==> src/rtl/control_sequencer_if.sv <==
// Control-strobe bundle between the instruction sequencer and the datapath.
//   slave  : sequencer side (takes opcode/zero[/step], drives strobes + phase)
//   master : datapath side (drives opcode/zero[/step], takes strobes + phase)
// Strobes: sel rd wr ld_ir inc_pc ld_pc ld_ac data_e halt; phase is debug visibility.
// CTRL_SINGLE_STEP_EN adds the step input.
interface control_sequencer_if #(
  parameter int OPCODE_W = 3,
  parameter int PHASE_W  = 3
);
  logic [OPCODE_W-1:0] opcode;
  logic                zero;
`ifdef CTRL_SINGLE_STEP_EN
  logic                step;
`endif
  logic                sel, rd, wr, ld_ir, inc_pc, ld_pc, ld_ac, data_e, halt;
  logic [PHASE_W-1:0]  phase;

`ifdef CTRL_SINGLE_STEP_EN
  modport slave  (input  opcode, zero, step,
                  output sel, rd, wr, ld_ir, inc_pc, ld_pc, ld_ac, data_e, halt, phase);
  modport master (output opcode, zero, step,
                  input  sel, rd, wr, ld_ir, inc_pc, ld_pc, ld_ac, data_e, halt, phase);
`else
  modport slave  (input  opcode, zero,
                  output sel, rd, wr, ld_ir, inc_pc, ld_pc, ld_ac, data_e, halt, phase);
  modport master (output opcode, zero,
                  input  sel, rd, wr, ld_ir, inc_pc, ld_pc, ld_ac, data_e, halt, phase);
`endif
endinterface

==> src/rtl/control_sequencer.sv <==
// 8-phase instruction sequencer for the RISC CPU. Walks fetch/execute phases and
// decodes opcode + ALU zero flag into datapath control strobes (zero-latency decode).
// Ports:
//   clk  : system clock, rising edge
//   rst  : synchronous active-high reset; forces all strobes low while asserted
//   bus  : control_sequencer_if.slave (opcode, zero[, step] in; strobes, phase out)
// Option: define CTRL_SINGLE_STEP_EN to gate the phase 0 -> 1 advance with bus.step.
module control_sequencer #(
  parameter int OPCODE_W = 3
) (
  input  logic                  clk,
  input  logic                  rst,
  control_sequencer_if.slave    bus
);
  localparam int PHASE_W = 3;

  localparam logic [OPCODE_W-1:0] OP_HLT = OPCODE_W'(0);
  localparam logic [OPCODE_W-1:0] OP_SKZ = OPCODE_W'(1);
  localparam logic [OPCODE_W-1:0] OP_ADD = OPCODE_W'(2);
  localparam logic [OPCODE_W-1:0] OP_AND = OPCODE_W'(3);
  localparam logic [OPCODE_W-1:0] OP_XOR = OPCODE_W'(4);
  localparam logic [OPCODE_W-1:0] OP_LDA = OPCODE_W'(5);
  localparam logic [OPCODE_W-1:0] OP_STO = OPCODE_W'(6);
  localparam logic [OPCODE_W-1:0] OP_JMP = OPCODE_W'(7);

  typedef enum logic [PHASE_W-1:0] {
    INST_ADDR  = 3'd0,
    INST_FETCH = 3'd1,
    INST_LOAD  = 3'd2,
    IDLE       = 3'd3,
    OP_ADDR    = 3'd4,
    OP_FETCH   = 3'd5,
    ALU_OP     = 3'd6,
    STORE      = 3'd7
  } phase_e;

  phase_e phase_q, phase_d;
  logic   halted_q, halted_d;
  logic   adv0;

`ifdef CTRL_SINGLE_STEP_EN
  assign adv0 = bus.step;
`else
  assign adv0 = 1'b1;
`endif

  // state register
  always_ff @(posedge clk) begin
    if (rst) begin
      phase_q  <= INST_ADDR;
      halted_q <= 1'b0;
    end else begin
      phase_q  <= phase_d;
      halted_q <= halted_d;
    end
  end

  // next state: halting freezes the counter at OP_ADDR
  always_comb begin
    phase_d  = phase_q;
    halted_d = halted_q;
    if (!halted_q) begin
      if (phase_q == OP_ADDR && bus.opcode == OP_HLT)
        halted_d = 1'b1;
      else if (phase_q != INST_ADDR || adv0)
        phase_d = phase_e'(phase_q + 3'd1);
    end
  end

  // output decode
  logic aluop, is_sto, is_jmp;
  assign aluop  = bus.opcode inside {OP_ADD, OP_AND, OP_XOR, OP_LDA};
  assign is_sto = (bus.opcode == OP_STO);
  assign is_jmp = (bus.opcode == OP_JMP);

  always_comb begin
    bus.sel    = 1'b0;
    bus.rd     = 1'b0;
    bus.wr     = 1'b0;
    bus.ld_ir  = 1'b0;
    bus.inc_pc = 1'b0;
    bus.ld_pc  = 1'b0;
    bus.ld_ac  = 1'b0;
    bus.data_e = 1'b0;
    bus.halt   = 1'b0;
    if (rst) begin
      // keep the bus driver off while in reset
    end else if (halted_q) begin
      bus.halt = 1'b1;
    end else begin
      unique case (phase_q)
        INST_ADDR:  bus.sel = 1'b1;
        INST_FETCH: begin bus.sel = 1'b1; bus.rd = 1'b1; end
        INST_LOAD,
        IDLE:       begin bus.sel = 1'b1; bus.rd = 1'b1; bus.ld_ir = 1'b1; end
        OP_ADDR:    begin bus.inc_pc = 1'b1; bus.halt = (bus.opcode == OP_HLT); end
        OP_FETCH:   bus.rd = aluop;
        ALU_OP: begin
          bus.rd     = aluop;
          bus.inc_pc = (bus.opcode == OP_SKZ) && bus.zero;
          bus.ld_pc  = is_jmp;
          bus.data_e = is_sto;
        end
        STORE: begin
          bus.rd     = aluop;
          bus.inc_pc = is_jmp;
          bus.ld_pc  = is_jmp;
          bus.ld_ac  = aluop;
          bus.wr     = is_sto;
          bus.data_e = is_sto;
        end
        default: ;
      endcase
    end
  end

  assign bus.phase = phase_q;
endmodule

==> src/flat_wrapper.sv <==
// flat-port wrapper written by rule: the top's interface ports become plain ports
module control_sequencer_flat 
#(
  parameter int OPCODE_W = 3
)
  (clk, rst, bus_opcode, bus_zero, bus_sel, bus_rd, bus_wr, bus_ld_ir, bus_inc_pc, bus_ld_pc, bus_ld_ac, bus_data_e, bus_halt, bus_phase);
  control_sequencer_if #(.OPCODE_W(OPCODE_W), .PHASE_W(3)) bus_i ();
  input  logic clk;
  input  logic rst;
  input wire logic [$bits(bus_i.opcode)-1:0] bus_opcode;
  input wire logic [$bits(bus_i.zero)-1:0] bus_zero;
  output wire logic [$bits(bus_i.sel)-1:0] bus_sel;
  output wire logic [$bits(bus_i.rd)-1:0] bus_rd;
  output wire logic [$bits(bus_i.wr)-1:0] bus_wr;
  output wire logic [$bits(bus_i.ld_ir)-1:0] bus_ld_ir;
  output wire logic [$bits(bus_i.inc_pc)-1:0] bus_inc_pc;
  output wire logic [$bits(bus_i.ld_pc)-1:0] bus_ld_pc;
  output wire logic [$bits(bus_i.ld_ac)-1:0] bus_ld_ac;
  output wire logic [$bits(bus_i.data_e)-1:0] bus_data_e;
  output wire logic [$bits(bus_i.halt)-1:0] bus_halt;
  output wire logic [$bits(bus_i.phase)-1:0] bus_phase;
  assign bus_i.opcode = bus_opcode;
  assign bus_i.zero = bus_zero;
  assign bus_sel = bus_i.sel;
  assign bus_rd = bus_i.rd;
  assign bus_wr = bus_i.wr;
  assign bus_ld_ir = bus_i.ld_ir;
  assign bus_inc_pc = bus_i.inc_pc;
  assign bus_ld_pc = bus_i.ld_pc;
  assign bus_ld_ac = bus_i.ld_ac;
  assign bus_data_e = bus_i.data_e;
  assign bus_halt = bus_i.halt;
  assign bus_phase = bus_i.phase;
  control_sequencer #(.OPCODE_W(OPCODE_W)) u_core (.clk(clk), .rst(rst), .bus(bus_i));
endmodule
==> config.mk <==
export PLATFORM = sky130hd
export DESIGN_NAME = control_sequencer_flat
export DESIGN_NICKNAME = d
export VERILOG_FILES = /design/src/rtl/control_sequencer_if.sv /design/src/rtl/control_sequencer.sv /design/src/flat_wrapper.sv
export SDC_FILE = /design/constraint.sdc
export NUM_CORES = 1
export LEC_CHECK = 0
export BUFFER_PORTS_ARGS = -buffer_cell sky130_fd_sc_hd__buf_2
export CORE_AREA = 2 2 39 41
export DETAILED_ROUTE_END_ITERATION = 10
export DIE_AREA = 0 0 41 43
export HOLD_SLACK_MARGIN = 0.02
export PLACE_DENSITY_LB_ADDON = 0.05
export REMOVE_ABC_BUFFERS = 1
export SYNTH_ARGS = -nofsm -noshare
export SYNTH_HDL_FRONTEND = slang
export SYNTH_SLANG_ARGS = --single-unit
==> constraint.sdc <==
create_clock -name clk -period 2.33 [get_ports clk]
set_clock_uncertainty 0.05 [all_clocks]
set_input_delay 0.699 -clock clk [delete_from_list [all_inputs] [get_ports clk]]
set_output_delay 0.699 -clock clk [all_outputs]
set_load 0.01 [all_outputs]
==> impl_metrics.yaml, run 1 <==
yosys:
  yosysWarnings: 0
  syn_area_per_cell_sq_um: 7.97
  async_flop_share_pct: 0
  synth_edf_count: 0
  syn_area_sq_um: 407
  synth.distinct_cells: 25
  synth-seq-cells: 4
  synth_top_area_share_pct: 19.7
  synth_flop_cell: "dfxtp_1"
  synth.largest_area_cell: "dfxtp_1"
  syn_inst: 51
  seq_area_frac_synth_pct: 19.7
  ys_top_cells_by_area: "dfxtp_1 (20%), ha_1 (18%), nor2_1 (10%), a41oi_4 (6.8%), inv_1 (3.7%)"
worst_hold_path:
  hp-start: "u_core.bus.phase[2]"
  min_path_cells: 2
  worst_hold_path_type: "flip-flop to flip-flop"
  min_to: "u_core.bus.phase[2]"
timing:
  setup_tns_ns: 0
  rsz0062_at_grt: "false"
  timing.fmax_ghz: 0.444
  tightest_slew_ns: 0.258
  slew_viol_final: 0
  finalCritPeriodShare_pct: 96.6
  setup_viol: 0
  hold_violations: 0
  relSlewSlack_pct: 82.6
  setup_slack_ns: 0.0794
  fin_crit_ns: 2.25
place:
  placed_cells: 86
  dp_hpwl_microns: 750
  gp_congestion: 0.669
  preCtsSetupSlack_ns: 0.0869
  portBuffers: 17
die:
  die_h_microns: 43
  row_count: 14
  initial_utilization_pct: 29.4
  io_pins: 18
  die_area_sq_um: 1760
  core-area_sq_um: 1380
  die_w_microns: 41
route:
  drt_pre_antenna_iters: 4
  vias: 415
  drtIter0Drc: 2
  wl_microns: 954
  routed_via_density: 4.66
  wl_per_cell_microns: 10.7
  postRouteAntennaNets: 0
  drc_errors: 0
power:
  power_uw: 250
  power_density_nw_per_um2: 449
  power_leakage_nw: 0.282
  irDropWorstVdd_mv: 0.227
final_layout:
  area_growth_pct: 37.2
  num_antenna_cells: 0
  post-route-util_pct: 40.3
  nets: 87
  drive_gt1_share_pct: 43.8
  final_cells: 89
  num-fill-cells: 163
clock_tree:
  htreeDepth: 1
  clockBufferDepth: 2
  numCtsBuffers: 3
  postCtsHoldBufs: 0
  cts_tree: "done"
  clkTransAtPathRegs_ns: 0.04
  insertion_delay_ns: 0.23
  postCtsSetupBuffers: 0
  cts-root-buf: "clkbuf_4"
  cts_sinks: 4
  cts.repair.resized: 0
worst_setup_path:
  end_kind: "output port"
  cp-start-kind: "flip-flop"
  reg2reg_depth: 5
  cp_max_fo: 5
  rr_endpoint: "u_core.bus.phase[0]"
  worst-setup-path-type: "flip-flop to output port"
  crit_arrival_ns: 1.50
  crit_required_ns: 1.58
  critical_path.reg2reg.startpoint: "u_core.bus.phase[0]"
  rrSetupSlack_ns: 0.82
grt:
  antenna_found_initial: 0
  grt_max_degree: 11
  grt_overflow: 0
  grt_pass1_wl_microns: 1360
  grt_pass1_vias: 333
  grt_usage_pct: 11.5
status:
  status: "finished, final reports clean"
flow_run:
  max_cap_violations: 0
-- critical path, stage by stage, from the launching register on --
cell and delay, ns:
dfxtp_2 0.33, ha_2 0.19, ha_1 0.18, and3_2 0.17, a41oi_1 0.17, o21ai_1 0.09
buf_2 0.14
-- cell usage after synthesis, types with 2 or more instances --
master / instances
a21oi_1: 2
dfxtp_1: 4
ha_1: 6
inv_1: 4
nand2_1: 3
nand2b_1: 2
nor2_1: 11
nor3_1: 2
-- layer usage --
metal | global-route usage [%] | up-vias | part of all wire, %
met4 | 8.00 | 0 | 1.8
met5 | 0 | - | 0
met2 | 17.8 | 14 | 45
met3 | 1.57 | 2 | 7.2
met1 | 13.8 | 181 | 46
li1 | - | 218 | -
-- area by class of cell --
cell class	instances	area, sq um	share of cell area, %
Tap cell	16	20.0	3.59
Inverter	4	15.0	2.69
Multi-Input combinational cell	42	310	55.6
Clock buffer	3	22.5	4.04
Sequential cell	4	82.6	14.8
Timing Repair Buffer	20	108	19.3
-- through the flow --
| step | hold slack [ns] | cell area [sq um] |
|---|---|---|
| global route | 0.539 | 558 |
| global placement | 0.556 | 531 |
| CTS | 0.569 | 553 |
| detailed placement | 0.559 | 531 |
| floorplan | 0.526 | 403 |
| finish | 0.519 | 558 |
-- logic make-up (layout without fill, tap and decap cells) --
family,after synthesis,count (layout),share of synthesized area [%]
xor gates and xnor gates,1,1,2.15
muxes,2,2,6.15
DFF,4,4,19.7
AOI/OAI and AO/OA,7,7,16.0
and+or+nand+nor,26,26,32.9
buffers and inverters,5,27,4.61
adders and majority gates,6,6,18.5
-- sequential cells by signal (all words and copies together), names as in the netlist --
signal and count:
u_core.bus.phase 3, u_core.halted_q 1
-- how the worst max path moves through the flow --
stage	from	to	cells after the start
floorplan	u_core.bus.phase[1]	bus_inc_pc	5
global placement	bus_opcode[2]	bus_rd	5
detailed placement	bus_opcode[2]	bus_rd	5
CTS	u_core.bus.phase[0]	bus_inc_pc	6
global route	u_core.bus.phase[0]	bus_inc_pc	6
finish	u_core.bus.phase[0]	bus_inc_pc	6
-- layout by cell type, fill, tap and decap left out --
| master | Yosys | routed |
|---|---|---|
| nand3_1 | 1 | 1 |
| clkbuf_4 | 0 | 3 |
| buf_2 | 0 | 17 |
| a41oi_4 | 1 | 1 |
| nand2b_1 | 2 | 2 |
| nand4_1 | 1 | 1 |
| a41oi_1 | 1 | 1 |
| nor2_2 | 1 | 1 |
| mux2_4 | 1 | 1 |
| nand2_1 | 3 | 3 |
| ha_2 | 0 | 1 |
| inv_1 | 4 | 4 |
| and3_2 | 1 | 1 |
| dfxtp_2 | 0 | 2 |
| nor3_1 | 2 | 2 |
| mux2i_1 | 1 | 1 |
| and2_1 | 1 | 1 |
| dfxtp_1 | 4 | 2 |
| nor3b_2 | 1 | 1 |
| a21oi_1 | 2 | 2 |
| xnor2_1 | 1 | 1 |
| o21ai_0 | 1 | 1 |
| o21ai_1 | 1 | 1 |
| nor4b_1 | 1 | 1 |
| buf_4 | 0 | 3 |
| or2_2 | 1 | 1 |
| o31a_1 | 1 | 1 |
| ha_1 | 6 | 5 |
| nor2_1 | 11 | 11 |
-- power breakdown --
| part | internal (mW) | total, mW | switching [mW] | leakage [nW] |
|---|---|---|---|---|
| registers | 0.0750 | 0.0838 | 0.00881 | 0.0335 |
| logic | 0.0374 | 0.0808 | 0.0434 | 0.235 |
| clock network | 0.0576 | 0.0857 | 0.0281 | 0.0138 |
Note: power is estimated with default switching activity, not from simulation.
==> inputs of run 2 (changes only) <==
- REMOVE_ABC_BUFFERS: 1 -> unset
==> run 2 against run 1 <==
Against the previous run:
- routed wire length fell by 4.6%
- maximum frequency fell by 0.75%
- design area fell by 2.0%
- critical endpoint unchanged
- sequential cell count did not move
- die area did not move
- critical path type unchanged
==> impl_metrics.yaml, run 2 (same netlist as run 1, synthesis figures left out) <==
status:
  status: "finished, final reports clean"
final_layout:
  nets: 85
  post-route-util_pct: 39.5
  largest_reg_flops: 3
  final_common_cell: "buf_2"
  seq_area_sq_um: 86.3
  layout.cells.most_common_list: "buf_2 (17), nor2_1 (11), ha_1 (5)"
  fin_area_sq_um: 547
  num-fill-cells: 158
  area_growth_pct: 34.5
  multiInputGateArea_sq_um: 310
  drive_gt1_share_pct: 43.7
  num_antenna_cells: 0
worst_setup_path:
  crit_required_ns: 1.58
  critical-path-top-delay-family: "adder cells"
  cp_num_buf_inv: 1
  cp-start-kind: "flip-flop"
  slowest_stage: "dfxtp_4"
  slowest_delay_ns: 0.37
  crit_arrival_ns: 1.52
  worst-setup-path-type: "flip-flop to output port"
  end_kind: "output port"
  cp_max_fo: 9
  path_cells: "ha_1 -> ha_2 -> and3_2 -> a41oi_1 -> o21ai_1 -> buf_2"
route:
  postRouteAntennaNets: 0
  wl_per_cell_microns: 10.5
  vias: 406
  drc_errors: 0
  routed_via_density: 4.67
  wl_microns: 910
  drt_pre_antenna_iters: 1
  drtIter0Drc: 0
clock_tree:
  numCtsBuffers: 3
  clkTransAtPathRegs_ns: 0.04
  cts_sinks: 4
  htreeDepth: 1
  clockBufferDepth: 2
  cts_tree: "done"
  cts-root-buf: "clkbuf_4"
  insertion_delay_ns: 0.23
timing:
  hold_violations: 0
  setup_viol: 0
  timing.fmax_ghz: 0.441
  setup_tns_ns: 0
  slew_viol_final: 0
  tightest_slew_ns: 0.253
  finalCritPeriodShare_pct: 97.3
  rsz0062_at_grt: "false"
  relSlewSlack_pct: 83.1
  fin_crit_ns: 2.27
yosys:
  syn-num-nets: 63
die:
  row_count: 14
  die_h_microns: 43
  core-area_sq_um: 1380
  die_w_microns: 41
  die_area_sq_um: 1760
  io_pins: 18
  initial_utilization_pct: 29.4
grt:
  grt_pass1_wl_microns: 1430
  grt_pass1_vias: 368
  grt_max_degree: 11
  grt_usage_pct: 11.5
  antenna_found_initial: 0
  grt_overflow: 0
power:
  power_density_nw_per_um2: 449
  power_leakage_nw: 0.272
  irDropWorstVdd_mv: 0.342
flow_run:
  max_cap_violations: 0
place:
  gp_congestion: 0.633
  dp_hpwl_microns: 709
  postPlaceCellArea_sq_um: 515
  portBuffers: 17
worst_hold_path:
  worst_hold_path_type: "flip-flop to flip-flop"
==> run 2: changes by cell type in the layout (fill, tap and decap cells not counted), sizes merged <==
cell	before	now
buf	20	18
==> run 2: worst register-to-register path: cells and delay by family (launching register included) <==
family	cells	cell delay, ns
fa+ha+maj	1	0.23
buf+inv	2	0.23
compound gates	1	0.19
mux	1	0.29
flops	1	0.39
==> run 2: final timing paths <==
| check | cells past startpoint | start | end | slack (ns) |
|---|---|---|---|---|
| min | 2 | u_core.bus.phase[1] | u_core.bus.phase[1] | 0.49 |
| max | 6 | u_core.bus.phase[1] | bus_inc_pc | 0.06 |
| min reg2reg | 2 | u_core.bus.phase[1] | u_core.bus.phase[1] | 0.49 |
| max reg2reg | 5 | u_core.bus.phase[1] | u_core.bus.phase[0] | 0.84 |
==> run 2: layout make-up <==
class	instances	area share [%]
clock buffers	3	4.12
inverters	4	2.75
multi-input cells	42	56.8
flip-flops and latches	4	15.8
well taps	16	3.66
repair buffers	18	16.9
==> run 2: metal layers <==
metal  vias up  global-route usage [%]  part of all wire [%]
li1        217                       -                     -
met5         -                       0                     0
met4         0                    6.00                     0
met1       174                    15.3                    49
met2        15                    17.2                    43
met3         0                    1.57                   8.2
==> run 2: per-stage QoR <==
step | worst slack (ns) | hold WS (ns) | total power, mW | std cells
finish | 0.0623 | 0.488 | 0.246 | 87
global route | 0.0104 | 0.505 | 0.261 | 87
detailed placement | 0.0939 | 0.561 | 0.161 | 84
global placement | 0.0872 | 0.560 | 0.162 | 84
CTS | 0.0128 | 0.503 | 0.251 | 87
floorplan | 0.165 | 0.528 | 0.132 | 51
==> run 2: repair_timing <==
item / CTS / global route
resized for setup: 1 / 4
hold endpoints to repair: 0 / 0
setup endpoints to repair: 2 / 2
buffers inserted: 0 / 0
hold buffers: 0 / 0
==> run 2: power by group <==
| group | total (mW) | switching, mW | internal, mW |
|---|---|---|---|
| clock | 0.0847 | 0.0271 | 0.0575 |
| combinational | 0.0733 | 0.0397 | 0.0336 |
| sequential | 0.0875 | 0.0119 | 0.0757 |
==> inputs of run 3 (changes only) <==
- clock period: 2.33 -> 2.13 ns (I/O delays scaled with it)
==> run 3 against run 2 <==
Against the previous run:
- design area is 20% higher
- sequential power is 7.7% higher
- routed wire length is 8.4% higher
- non-clock buffer count is 6 higher
- clock power is 9.1% higher
- total power is 23% higher
- final cell count is 6.9% higher
- via count is 6.2% higher
- sequential cell count stayed put
- sequential share of layout area is 2.7 points lower
- setup slack worse by 0.023 ns
- largest cell class unchanged
- largest power group is now combinational logic
==> impl_metrics.yaml, run 3 (same netlist as run 1, synthesis figures left out) <==
worst_setup_path:
  crit_required_ns: 1.44
  path_cells: "buf_6 -> ha_4 -> nor2_2 -> nor2_1 -> o31a_1 -> buf_2"
  slowest_stage: "dfxtp_4"
  rrSetupSlack_ns: 0.61
  crit_arrival_ns: 1.40
  worst-setup-path-type: "flip-flop to output port"
  end_kind: "output port"
  critical_path.reg2reg.startpoint: "u_core.bus.phase[0]"
  rr_endpoint: "u_core.bus.phase[0]"
  cp-start-kind: "flip-flop"
  reg2reg_depth: 5
  cp_max_fo: 4
  slowest_delay_ns: 0.36
worst_hold_path:
  hp-start: "u_core.bus.phase[2]"
  min_to: "u_core.bus.phase[2]"
  worst_hold_path_type: "flip-flop to flip-flop"
  min_path_cells: 2
status:
  status: "finished, final reports clean"
die:
  io_pins: 18
  row_count: 14
  die_h_microns: 43
  initial_utilization_pct: 29.4
  die_area_sq_um: 1760
  die_w_microns: 41
  core-area_sq_um: 1380
final_layout:
  nets: 91
  layout.cells.most_common_list: "buf_2 (17), nor2_1 (10), buf_4 (6)"
  drive_gt1_share_pct: 58.4
  largest_reg_flops: 3
  area_growth_pct: 61.8
  final_common_cell: "buf_2"
  post-route-util_pct: 47.6
  num_antenna_cells: 0
clock_tree:
  clkTransAtPathRegs_ns: 0.04
  cts-root-buf: "clkbuf_4"
  htreeDepth: 1
  cts_sinks: 4
  clockBufferDepth: 2
  insertion_delay_ns: 0.23
  numCtsBuffers: 3
  cts_tree: "done"
  postCtsHoldBufs: 0
route:
  postRouteAntennaNets: 0
  drtIter0Drc: 2
  wl_per_cell_microns: 10.6
  routed_via_density: 4.63
  wl_microns: 986
  vias: 431
  drc_errors: 0
  drt_pre_antenna_iters: 3
grt:
  grt_usage_pct: 13.8
  grt_overflow: 0
  grt_pass1_wl_microns: 1610
  grt_pass1_vias: 378
  antenna_found_initial: 0
  grt_max_degree: 9
timing:
  slew_viol_final: 0
  hold_violations: 0
  finalCritPeriodShare_pct: 98.1
  tightest_slew_ns: 0.247
  setup_tns_ns: 0
  setup_viol: 0
  timing.fmax_ghz: 0.478
  rsz0062_at_grt: "true"
  relSlewSlack_pct: 83.5
  fin_crit_ns: 2.09
place:
  portBuffers: 17
  dp_hpwl_microns: 780
  gp_congestion: 0.660
power:
  power_density_nw_per_um2: 458
  power_frac_comb_pct: 38.1
  seq_power_share_pct: 31.3
  switching_power_uw: 97.9
  clkPwrFrac_pct: 30.6
  internal-power_uw: 204
  irDropWorstVdd_mv: 0.231
  p_sw_share_pct: 32.5
  power_leakage_nw: 0.306
flow_run:
  max_cap_violations: 0
yosys:
  syn-num-nets: 63
[run 3: cell type report]
cell class | count | area (sq um)
Timing Repair Buffer | 24 | 141
Fill cell | 148 | 726
Tap cell | 16 | 20.0
Inverter | 4 | 15.0
Clock buffer | 3 | 22.5
Sequential cell | 4 | 86.3
Multi-Input combinational cell | 42 | 373
[run 3: what timing repair did]
item / 4_1_cts / 5_1_grt
setup buffers: 1 / 1
endpoints found under the setup margin: 2 / 3
gates resized for setup: 9 / 9
pin swaps: 1 / 3
[run 3: layer usage]
layer | share of wire, % | track usage [%] | vias to the layer above | wire length [microns]
li1 | - | - | 230 | -
met1 | 47 | 17.3 | 186 | 464
met2 | 46 | 19.4 | 15 | 449
met3 | 7.3 | 5.24 | 0 | 72
met4 | 0 | 8.00 | 0 | 0
met5 | 0 | 0 | - | 0
[run 3: power groups by stage]
| stage | registers, mW | logic [mW] | clock network [mW] |
|---|---|---|---|
| floorplan | 0.0951 | 0.0492 | 0 |
| global placement | 0.0906 | 0.0972 | 0 |
| detailed placement | 0.0907 | 0.0958 | 0 |
| CTS | 0.0921 | 0.104 | 0.0978 |
| global route | 0.0959 | 0.128 | 0.105 |
| finish | 0.0942 | 0.115 | 0.0924 |
[run 3: through the flow]
stage                     worst slack (ns)  cell area, sq um  hold WS (ns)  instances  power, mW
after CTS                          0.00198               616         0.525         92      0.294
final                               0.0396               658         0.493         93      0.301
after detailed placement            0.0280               546         0.518         88      0.186
after floorplan                     0.0850               407         0.528         51      0.144
after global routing               -0.0264               658         0.528         93      0.329
after global placement              0.0400               546         0.526         88      0.188
[run 3: worst max-delay path by stage]
stage                      endpoint  slack (ns)           startpoint  depth (start not counted)
after floorplan           bus_ld_ir        0.09                  rst                          3
after global placement       bus_rd        0.04        bus_opcode[2]                          5
after detailed placement     bus_rd        0.03        bus_opcode[2]                          5
after CTS                    bus_rd       0.002  u_core.bus.phase[1]                          6
after global routing         bus_rd       -0.03  u_core.bus.phase[1]                          6
final                        bus_rd        0.04  u_core.bus.phase[1]                          6
[run 3: critical path, delay by kind of cell (launching register included)]
kind | cells | cell delay [ns]
compound gates | 1 | 0.27
fa+ha+maj | 1 | 0.16
buf+inv | 2 | 0.26
flops | 1 | 0.36
simple gates | 2 | 0.13
